`src/rtl/fft_frame_ctrl.sv`:
```
// Front-end controller for a radix-2 burst FFT core: frames a continuous sample
// stream with tlast and issues config beats only at frame boundaries.
module fft_frame_ctrl #(
  parameter int DATA_WIDTH    = 24,
  parameter int N_FFT_MIN     = 9,
  parameter int N_FFT_MAX     = 12,
  parameter int N_FFT_DEFAULT = 9,
  parameter int CFG_WIDTH     = 8 * ((17 + 2 * N_FFT_MAX + 7) / 8)
) (
  input  logic                    clk,
  input  logic                    reset_n,
  input  logic [2*DATA_WIDTH-1:0] s_data_data,
  input  logic                    s_data_valid,
  output logic                    s_data_ready,
  output logic [2*DATA_WIDTH-1:0] m_data_data,
  output logic                    m_data_valid,
  input  logic                    m_data_ready,
  output logic                    m_data_last,
  output logic [CFG_WIDTH-1:0]    m_cfg_data,
  output logic                    m_cfg_valid,
  input  logic                    m_cfg_ready,
  input  logic                    req_valid,
  input  logic [4:0]              req_nfft,
  input  logic                    req_fwd,
  input  logic [2*N_FFT_MAX-1:0]  req_scale,
  output logic                    cfg_busy,
  output logic                    cfg_err,
  output logic [31:0]             frame_count
);

  localparam int CNT_W   = N_FFT_MAX;
  localparam int SCALE_W = 2 * N_FFT_MAX;
  localparam logic [SCALE_W-1:0] SCALE_DEFAULT = {{(N_FFT_MAX-1){2'b01}}, 2'b10};

  typedef enum logic [1:0] {ST_INIT, ST_RUN, ST_PEND, ST_CFG} state_e;

  typedef struct packed {
    logic [4:0]         nfft;
    logic               fwd;
    logic [SCALE_W-1:0] scale;
  } cfg_t;

  localparam cfg_t CFG_RESET = '{nfft: 5'(N_FFT_DEFAULT), fwd: 1'b1, scale: SCALE_DEFAULT};

  state_e            state_q, state_d;
  cfg_t              act_q, act_d;
  cfg_t              pend_q, pend_d;
  cfg_t              req;
  logic              pend_vld_q, pend_vld_d;
  logic [CNT_W-1:0]  cnt_q, cnt_d;
  logic [CNT_W-1:0]  last_idx;
  logic [31:0]       frame_cnt_q, frame_cnt_d;
  logic              cfg_vld_q, cfg_vld_d;
  logic              cfg_err_q, cfg_err_d;
  logic              gate;
  logic              data_hs;
  logic              cfg_hs;
  logic              nfft_in_range;
  logic              req_ok;

  assign req           = '{nfft: req_nfft, fwd: req_fwd, scale: req_scale};
  assign nfft_in_range = (req_nfft >= 5'(N_FFT_MIN)) && (req_nfft <= 5'(N_FFT_MAX));
  assign req_ok        = req_valid && nfft_in_range;

  // Low nfft bits set: index of the final sample in a frame of the active length.
  assign last_idx = ~({CNT_W{1'b1}} << act_q.nfft);

  assign m_data_data  = s_data_data;
  assign m_data_valid = s_data_valid & gate;
  assign s_data_ready = m_data_ready & gate;
  assign m_data_last  = gate & (cnt_q == last_idx);
  assign data_hs      = m_data_valid & m_data_ready;
  assign cfg_hs       = m_cfg_valid & m_cfg_ready;

  // State register.
  // NOTE: sequential blocks use non-blocking assignments so every register
  // samples pre-edge values regardless of block ordering.
  always_ff @(posedge clk or negedge reset_n) begin
    if (!reset_n) state_q <= ST_INIT;
    else          state_q <= state_d;
  end

  // Next-state and datapath update logic.
  // NOTE: every signal gets a default at the top so no path leaves it
  // unassigned, which would otherwise infer a latch.
  always_comb begin
    state_d     = state_q;
    act_d       = act_q;
    pend_d      = pend_q;
    pend_vld_d  = pend_vld_q;
    cnt_d       = cnt_q;
    frame_cnt_d = frame_cnt_q;
    cfg_err_d   = req_valid & ~nfft_in_range;

    if (data_hs) begin
      cnt_d = m_data_last ? '0 : cnt_q + CNT_W'(1);
      if (m_data_last) frame_cnt_d = frame_cnt_q + 32'd1;
    end

    unique case (state_q)
      ST_INIT, ST_CFG: begin
        if (req_ok) begin
          pend_d     = req;
          pend_vld_d = 1'b1;
        end
        if (cfg_hs) begin
          cnt_d      = '0;
          pend_vld_d = 1'b0;
          state_d    = (req_ok || pend_vld_q) ? ST_PEND : ST_RUN;
        end
      end
      ST_RUN: begin
        if (req_ok) begin
          if (cnt_q == '0 && !data_hs) begin
            act_d   = req;
            state_d = ST_CFG;
          end else begin
            pend_d  = req;
            state_d = ST_PEND;
          end
        end
      end
      ST_PEND: begin
        if (req_ok) pend_d = req;
        // A request landing on the boundary cycle is the newest, so it wins.
        if (data_hs && m_data_last) begin
          act_d   = req_ok ? req : pend_q;
          state_d = ST_CFG;
        end
      end
      default: state_d = ST_INIT;
    endcase

    cfg_vld_d = (state_d == ST_INIT) || (state_d == ST_CFG);
  end

  always_ff @(posedge clk or negedge reset_n) begin
    if (!reset_n) begin
      act_q       <= CFG_RESET;
      pend_q      <= CFG_RESET;
      pend_vld_q  <= 1'b0;
      cnt_q       <= '0;
      frame_cnt_q <= '0;
      cfg_vld_q   <= 1'b0;
      cfg_err_q   <= 1'b0;
    end else begin
      act_q       <= act_d;
      pend_q      <= pend_d;
      pend_vld_q  <= pend_vld_d;
      cnt_q       <= cnt_d;
      frame_cnt_q <= frame_cnt_d;
      cfg_vld_q   <= cfg_vld_d;
      cfg_err_q   <= cfg_err_d;
    end
  end

  // Output logic; the config word only changes on entry to CFG, so it is
  // stable for as long as m_cfg_valid is held.
  always_comb begin
    gate        = (state_q == ST_RUN) || (state_q == ST_PEND);
    cfg_busy    = (state_q != ST_RUN);
    m_cfg_valid = cfg_vld_q;
    cfg_err     = cfg_err_q;
    frame_count = frame_cnt_q;

    m_cfg_data                   = '0;
    m_cfg_data[7:0]              = 8'(act_q.nfft);
    m_cfg_data[16]               = act_q.fwd;
    m_cfg_data[16+SCALE_W:17]    = act_q.scale;
  end

endmodule

```
`config.mk`:
```
export PLATFORM = sky130hd
export DESIGN_NAME = fft_frame_ctrl
export DESIGN_NICKNAME = d
export VERILOG_FILES = /design/src/rtl/fft_frame_ctrl.sv
export SDC_FILE = /design/constraint.sdc
export NUM_CORES = 1
export LEC_CHECK = 0
export CAP_MARGIN = 5
export CORE_MARGIN = 5
export CORE_UTILIZATION = 46
export CTS_CLUSTER_DIAMETER = 50
export DETAILED_ROUTE_END_ITERATION = 6
export PLACE_DENSITY = 0.82
export SLEW_MARGIN = 20
export SYNTH_ARGS = -nofsm -noshare
export SYNTH_HDL_FRONTEND = slang
export SYNTH_SLANG_ARGS = --single-unit
```
`constraint.sdc`:
```
create_clock -name clk -period 3.2 [get_ports clk]
set_clock_uncertainty 0.05 [all_clocks]
set_input_delay 0.48 -clock clk [delete_from_list [all_inputs] [get_ports clk]]
set_output_delay 0.48 -clock clk [all_outputs]
set_load 0.01 [all_outputs]
```
==> results.sh, run 1 <==
export IMPL_grt_overflow=0
export IMPL_ir_drop_mv=0.541
export IMPL_drc=0
export IMPL_arrival_ns=2.54
export IMPL_insertedDiodeCount=0
export IMPL_crit_path_start_kind="register"
export IMPL_setup_tns_ns=0
export IMPL_final_max_slew_violation_count=0
export IMPL_postSynthCellCount=546
export IMPL_cts_root_buf="clkbuf_16"
export IMPL_num_rows=41
export IMPL_power_density_nw_per_um2=743
export IMPL_routed_via_count=4102
export IMPL_dpl_cell_area_um2=6840
export IMPL_critPathMaxFanout=3
export IMPL_fp_dieW_um=125
export IMPL_yosysSeqAreaShare_pct=45.7
export IMPL_hold_viol=0
export IMPL_nets=682
export IMPL_fin_ws_ns=0.129
export IMPL_critPathMaxStageDelay_ns=0.56
export IMPL_end_kind="output pin"
export IMPL_cts_made_buffers=9
export IMPL_instances_no_fill=769
export IMPL_final_common_cell="clkdlybuf4s50_1"
export IMPL_die_h_um=125
export IMPL_synthArstFlopShare_pct=100
export IMPL_cts_tree="built"
export IMPL_worst_skew_pair_late_latency_ns=0.34
export IMPL_dr_pass1_iters=4
export IMPL_synth_edff_count=0
export IMPL_r2r_slack_ns=0.30
export IMPL_grt_max_degree=57
export IMPL_coreArea_um2=12800
export IMPL_syn_area_um2=6040
export IMPL_antenna_found_initial=0
export IMPL_crit_type="reg -> out"
export IMPL_cts_hold_buf=0
export IMPL_h_tree_depth=3
export IMPL_fin_area_um2=7100
export IMPL_period_share_pct=96.0
export IMPL_period_needed_ns=3.07
export IMPL_ant_nets=0
export IMPL_ys_ff_latch=109
export IMPL_max_slew_margin_pct=51.0
export IMPL_timing_hold_ws_ns=0.152
export IMPL_cts_setup_buffers=0
export IMPL_syn_area_per_cell_um2=11.1
export IMPL_area_growth_pct=17.5
export IMPL_crit_chain="or4_4 -> nor3_2 -> a21oi_1 -> or4_1 -> nor2_1 -> dlygate4sd2_1"
export IMPL_vias_per_cell=5.33
export IMPL_ys_warn_count=0
export IMPL_yosysUniqueCellTypes=53
export IMPL_finalSetupViolCount=0
export IMPL_cts_sinks=109
export IMPL_synth_ff_type="dfrtp_1"
export IMPL_start_util_pct=47.3
export IMPL_placed_cells=753
export IMPL_finalWirelength_um=13900
export IMPL_power_mw=5.27
export IMPL_final_cell_mix="clkdlybuf4s50_1 (101), mux2_2 (83), dfrtp_1 (79)"
export IMPL_final_util_pct=55.6
export IMPL_grt_pass1_vias=4196
export IMPL_io_pins=218
export IMPL_outcome="finished, final reports clean"
export IMPL_max_freq_ghz=0.326
export IMPL_drive_above_1_share_pct=25.5
export IMPL_rsz0062_at_grt="false"
export IMPL_critical_path_slowest_cell="or4_1"
export IMPL_dieArea_um2=15500
export IMPL_grt_usage_pct=17.8
export IMPL_p_leak_nw=3.12
export IMPL_pre_cts_ws_ns=0.208
export IMPL_grt_pass1_wl_um=22300
export IMPL_cts_resized=2
export IMPL_clk_path_buf_depth=2
export IMPL_worstPathRequired_ns=2.67
export IMPL_dp_final_hpwl_um=10100
export IMPL_gp_congestion=0.886
export IMPL_clk_pin_slew_ns=0.07
export IMPL_portBuffers=103
export IMPL_detail_route_iter0_violations=275
export IMPL_hold_path_class="in -> async"
export IMPL_worst_pin_slew_ns=0.735
export IMPL_cap_violations=0
export IMPL_wl_per_cell_um=18.0
[layout make-up]
type	count	area, µm²
Timing Repair Buffer	115	1150
Inverter	10	37.5
Multi-Input combinational cell	347	2670
Fill cell	1052	5670
Sequential cell	109	2770
Clock inverter	5	28.8
Clock buffer	11	233
Tap cell	172	215
[per-layer routing]
layer / global-route usage (%) / wire length (µm) / vias to the layer above
met5: 0 / 0 / -
met4: 8.06 / 535 / 0
met3: 6.65 / 1040 / 32
met2: 29.7 / 6810 / 162
met1: 20.2 / 5490 / 2001
li1: - / - / 1907
[cell usage after synthesis (2+ instances only)]
library cell,instances,area [µm²]
a211oi_1,2,15.0
a21oi_1,8,40.0
and2_1,4,25.0
and3_1,11,68.8
and3b_1,2,17.5
and4_1,3,26.3
buf_1,2,7.51
buf_2,5,25.0
buf_4,66,495
buf_6,3,33.8
clkbuf_1,20,75.1
dfrtp_1,79,1980
dfstp_2,30,788
ha_1,6,75.1
inv_1,10,37.5
mux2_1,2,22.5
mux2_2,83,935
mux2i_1,2,20.0
nand2_1,21,78.8
nand2b_1,2,12.5
nand3_1,16,80.1
nand4_1,22,138
nor2_1,25,93.8
nor2b_1,4,25.0
nor3_1,28,140
nor3b_1,2,15.0
nor4_1,5,31.3
nor4_2,5,62.6
o211ai_1,3,22.5
o21a_1,2,15.0
o21ai_0,4,20.0
or3_1,2,12.5
xnor2_1,11,96.3
xor2_1,37,324
[flip-flops by register name, summed over array words and instances (netlist names)]
name and cells:
state_q 2, cnt_q 12, m_cfg_data 30, pend_vld_q 1, pend_q 30, m_cfg_valid 1
frame_count 32, cfg_err 1
[worst max-delay path: cells and delay by family, from the launching register on]
kind,cells,cell delay (ns)
DFF,1,0.38
AOI/OAI and AO/OA,1,0.09
buffers and inverters,1,0.29
and+or+nand+nor,4,1.44
[cells by family (layout without fill, tap and decap cells)]
group	Yosys count	after routing	share of synthesized area, %
mux	87	87	16.2
flops	109	109	45.7
compound gates	30	30	3.79
fa+ha+maj	6	6	1.24
other cells	1	18	0.0620
buf+inv	107	141	11.2
xor+xnor	48	48	6.96
simple gates	158	158	14.8
[worst paths after layout]
path,startpoint,to,cells past startpoint
min,reset_n,m_cfg_data[22],1
max reg2reg,m_cfg_data[4],frame_count[1],7
min reg2reg,frame_count[31],frame_count[31],1
min in group clk,frame_count[31],frame_count[31],1
max in group asynchronous,reset_n,m_cfg_data[25],2
max,m_cfg_data[4],m_data_last,6
[power breakdown]
| group | switching (mW) | leakage [nW] | internal, mW |
|---|---|---|---|
| Sequential | 0.253 | 1.36 | 1.87 |
| Clock | 0.482 | 0.133 | 0.525 |
| Combinational | 1.02 | 1.63 | 1.12 |
| Total | 1.75 | 3.12 | 3.52 |
Power figures use the tool's default switching activity.
==> run 2: changes to the inputs <==
- GPL_TIMING_DRIVEN: not set -> 0
==> run 2 against run 1 <==
Maximum frequency shrank 3.9%. Sequential share of layout area shrank 5.3 points. Non-clock buffer count is 134 higher. Largest power group unchanged.
==> results.sh, run 2 (synthesis results as in run 1) <==
export IMPL_outcome="finished, final reports clean"
export IMPL_cap_violations=0
export IMPL_cts_root_buf="clkbuf_16"
export IMPL_clk_pin_slew_ns=0.07
export IMPL_wl_per_cell_um=17.1
export IMPL_grt_max_degree=74
export IMPL_coreArea_um2=12800
export IMPL_r2r_slack_ns=0.19
export IMPL_vias_per_cell=5.12
export IMPL_pre_cts_ws_ns=-0.544
export IMPL_power_mw=5.68
export IMPL_arrival_ns=2.66
export IMPL_max_slew_margin_pct=56.8
export IMPL_dp_final_hpwl_um=11800
export IMPL_io_pins=218
export IMPL_rr_worst_depth=9
export IMPL_grt_usage_pct=20.1
export IMPL_ir_drop_mv=0.459
export IMPL_cts_sinks=109
export IMPL_start_util_pct=47.3
export IMPL_grt_pass1_vias=4897
export IMPL_dieArea_um2=15500
export IMPL_grt_overflow=0
export IMPL_period_share_pct=99.8
export IMPL_final_cell_mix="clkdlybuf4s50_1 (149), mux2_2 (83), dfrtp_1 (79)"
export IMPL_rsz0062_at_grt="true"
export IMPL_cts_made_buffers=9
export IMPL_swShare_pct=33.6
export IMPL_comb_power_share_pct=42.8
export IMPL_p_int_mw=3.77
export IMPL_p_switching_mw=1.91
export IMPL_r2r_end="m_cfg_data[1]"
export IMPL_fp_dieW_um=125
export IMPL_worstHoldStart="frame_count[31]"
export IMPL_crit_path_start_kind="register"
export IMPL_worstPathRequired_ns=2.67
export IMPL_gp_congestion=0.848
export IMPL_crit_chain="or4_4 -> nor3_2 -> a21oi_2 -> or4_4 -> buf_4 -> nor2_1 -> clkdlybuf4s15_2"
export IMPL_portBuffers=151
export IMPL_max_freq_ghz=0.313
export IMPL_antenna_found_initial=0
export IMPL_period_needed_ns=3.19
export IMPL_worst_skew_pair_late_latency_ns=0.35
export IMPL_crit_type="reg -> out"
export IMPL_finalSetupViolCount=0
export IMPL_clk_path_buf_depth=2
export IMPL_nets=816
export IMPL_ant_nets=0
export IMPL_area_growth_pct=36.1
export IMPL_power_frac_clock_pct=20.0
export IMPL_hold_path_class="reg -> reg"
export IMPL_insertedDiodeCount=0
export IMPL_drc=0
export IMPL_die_h_um=125
export IMPL_critical_path_slowest_cell="or4_4"
export IMPL_detail_route_iter0_violations=220
export IMPL_num_rows=41
export IMPL_dr_pass1_iters=4
export IMPL_end_kind="output pin"
export IMPL_drive_above_1_share_pct=31.7
export IMPL_power_density_nw_per_um2=691
export IMPL_cp_common_cell="or4_4"
export IMPL_fillers=959
export IMPL_worstHoldEndpoint="frame_count[31]"
export IMPL_critPathMaxFanout=10
export IMPL_grt_pass1_wl_um=25700
export IMPL_largest_reg_flops=32
export IMPL_h_tree_depth=3
export IMPL_pwr_share_seq_pct=37.3
export IMPL_r2r_start="state_q[0]"
export IMPL_hold_viol=0
export IMPL_finalWirelength_um=15400
export IMPL_routed_via_count=4619
export IMPL_fin_ws_ns=0.00540
export IMPL_final_max_slew_violation_count=0
export IMPL_worst_pin_slew_ns=0.649
export IMPL_cts_tree="built"
export IMPL_whs_path_depth=1
export IMPL_timing_hold_ws_ns=0.423
export IMPL_final_util_pct=64.4
export IMPL_final_common_cell="clkdlybuf4s50_1"
export IMPL_p_leak_nw=3.69
export IMPL_critPathMaxStageDelay_ns=0.57
export IMPL_setup_tns_ns=0
-- run 2: changes by cell type in the layout (fill, tap and decap cells not counted), moves of 2 or more --
cell,previous run,this run
buf_1,0,2
clkdlybuf4s50_1,101,149
buf_6,0,4
nor4_2,5,7
buf_2,0,3
nor4_1,5,3
clkbuf_2,0,4
clkbuf_1,2,13
buf_4,10,70
buf_12,3,0
-- run 2: repair_timing --
| item | CTS | global route |
|---|---|---|
| pin swaps | 1 | 2 |
| gates cloned | 0 | 0 |
| setup endpoints to repair | 22 | 46 |
| buffers inserted | 1 | 1 |
| hold buffers | 1 | 0 |
| gates resized for setup | 10 | 11 |
| endpoints found under the hold margin | 30 | 0 |
-- run 2: worst max-delay path by stage --
| stage | from | endpoint | slack (ns) | cells after the start |
|---|---|---|---|---|
| 2_1_floorplan | m_cfg_data[4] | m_data_last | 0.48 | 7 |
| 3_3_place_gp | reset_n | pend_vld_q | -2.38 | 1 |
| 3_5_place_dp | req_nfft[1] | m_cfg_data[34] | -0.54 | 8 |
| 4_1_cts | m_cfg_data[3] | m_data_last | -0.01 | 8 |
| 5_1_grt | m_cfg_data[2] | m_data_last | -0.09 | 7 |
| 6_report | m_cfg_data[2] | m_data_last | 0.005 | 7 |
-- run 2: layout make-up --
class                   count  area [µm²]  area share [%]
plain buffers              94         643            7.82
multi-input cells         347        2700            32.8
inverters                  10        37.5           0.456
clock buffers               9         225            2.74
flip-flops and latches    109        2770            33.6
clock inverters             7        73.8           0.897
repair buffers            155        1570            19.0
well taps                 172         215            2.62
-- run 2: power by group through the flow --
stage	clock network (mW)	logic (mW)	registers (mW)
after global placement	0	2.27	2.11
after global routing	1.21	2.63	2.17
after CTS	1.16	2.40	2.11
final	1.13	2.43	2.12
after floorplan	0	1.41	2.16
after detailed placement	0	2.35	2.14
-- run 2: per-stage QoR --
| stage | cells | cell area [µm²] |
|---|---|---|
| floorplan | 563 | 6110 |
| global placement | 886 | 7840 |
| detailed placement | 887 | 7860 |
| CTS | 903 | 8190 |
| global route | 903 | 8230 |
| finish | 903 | 8230 |
-- run 2: layer usage --
layer  routed length, µm  part of all wire (%)  up-vias  GRT usage, %
met5                   0                     0        -             0
met4                 188                   1.2        0          5.54
met3                1260                   8.2       17          6.90
met2                7990                    52      181          36.0
met1                5970                    39     2233          22.7
li1                    -                     -     2188             -
-- run 2: worst max-delay path, delay by kind of cell (launching register included) --
family / cells / cell delay (ns)
and+or+nand+nor: 4 / 1.38
buffers and inverters: 2 / 0.43
DFF: 1 / 0.42
AOI/OAI and AO/OA: 1 / 0.08
==> run 3: changes to the inputs <==
- CTS_CLUSTER_SIZE: not set -> 16
==> results of run 3 <==
The final DEF is identical to that of run 2; final timing and power are the same.
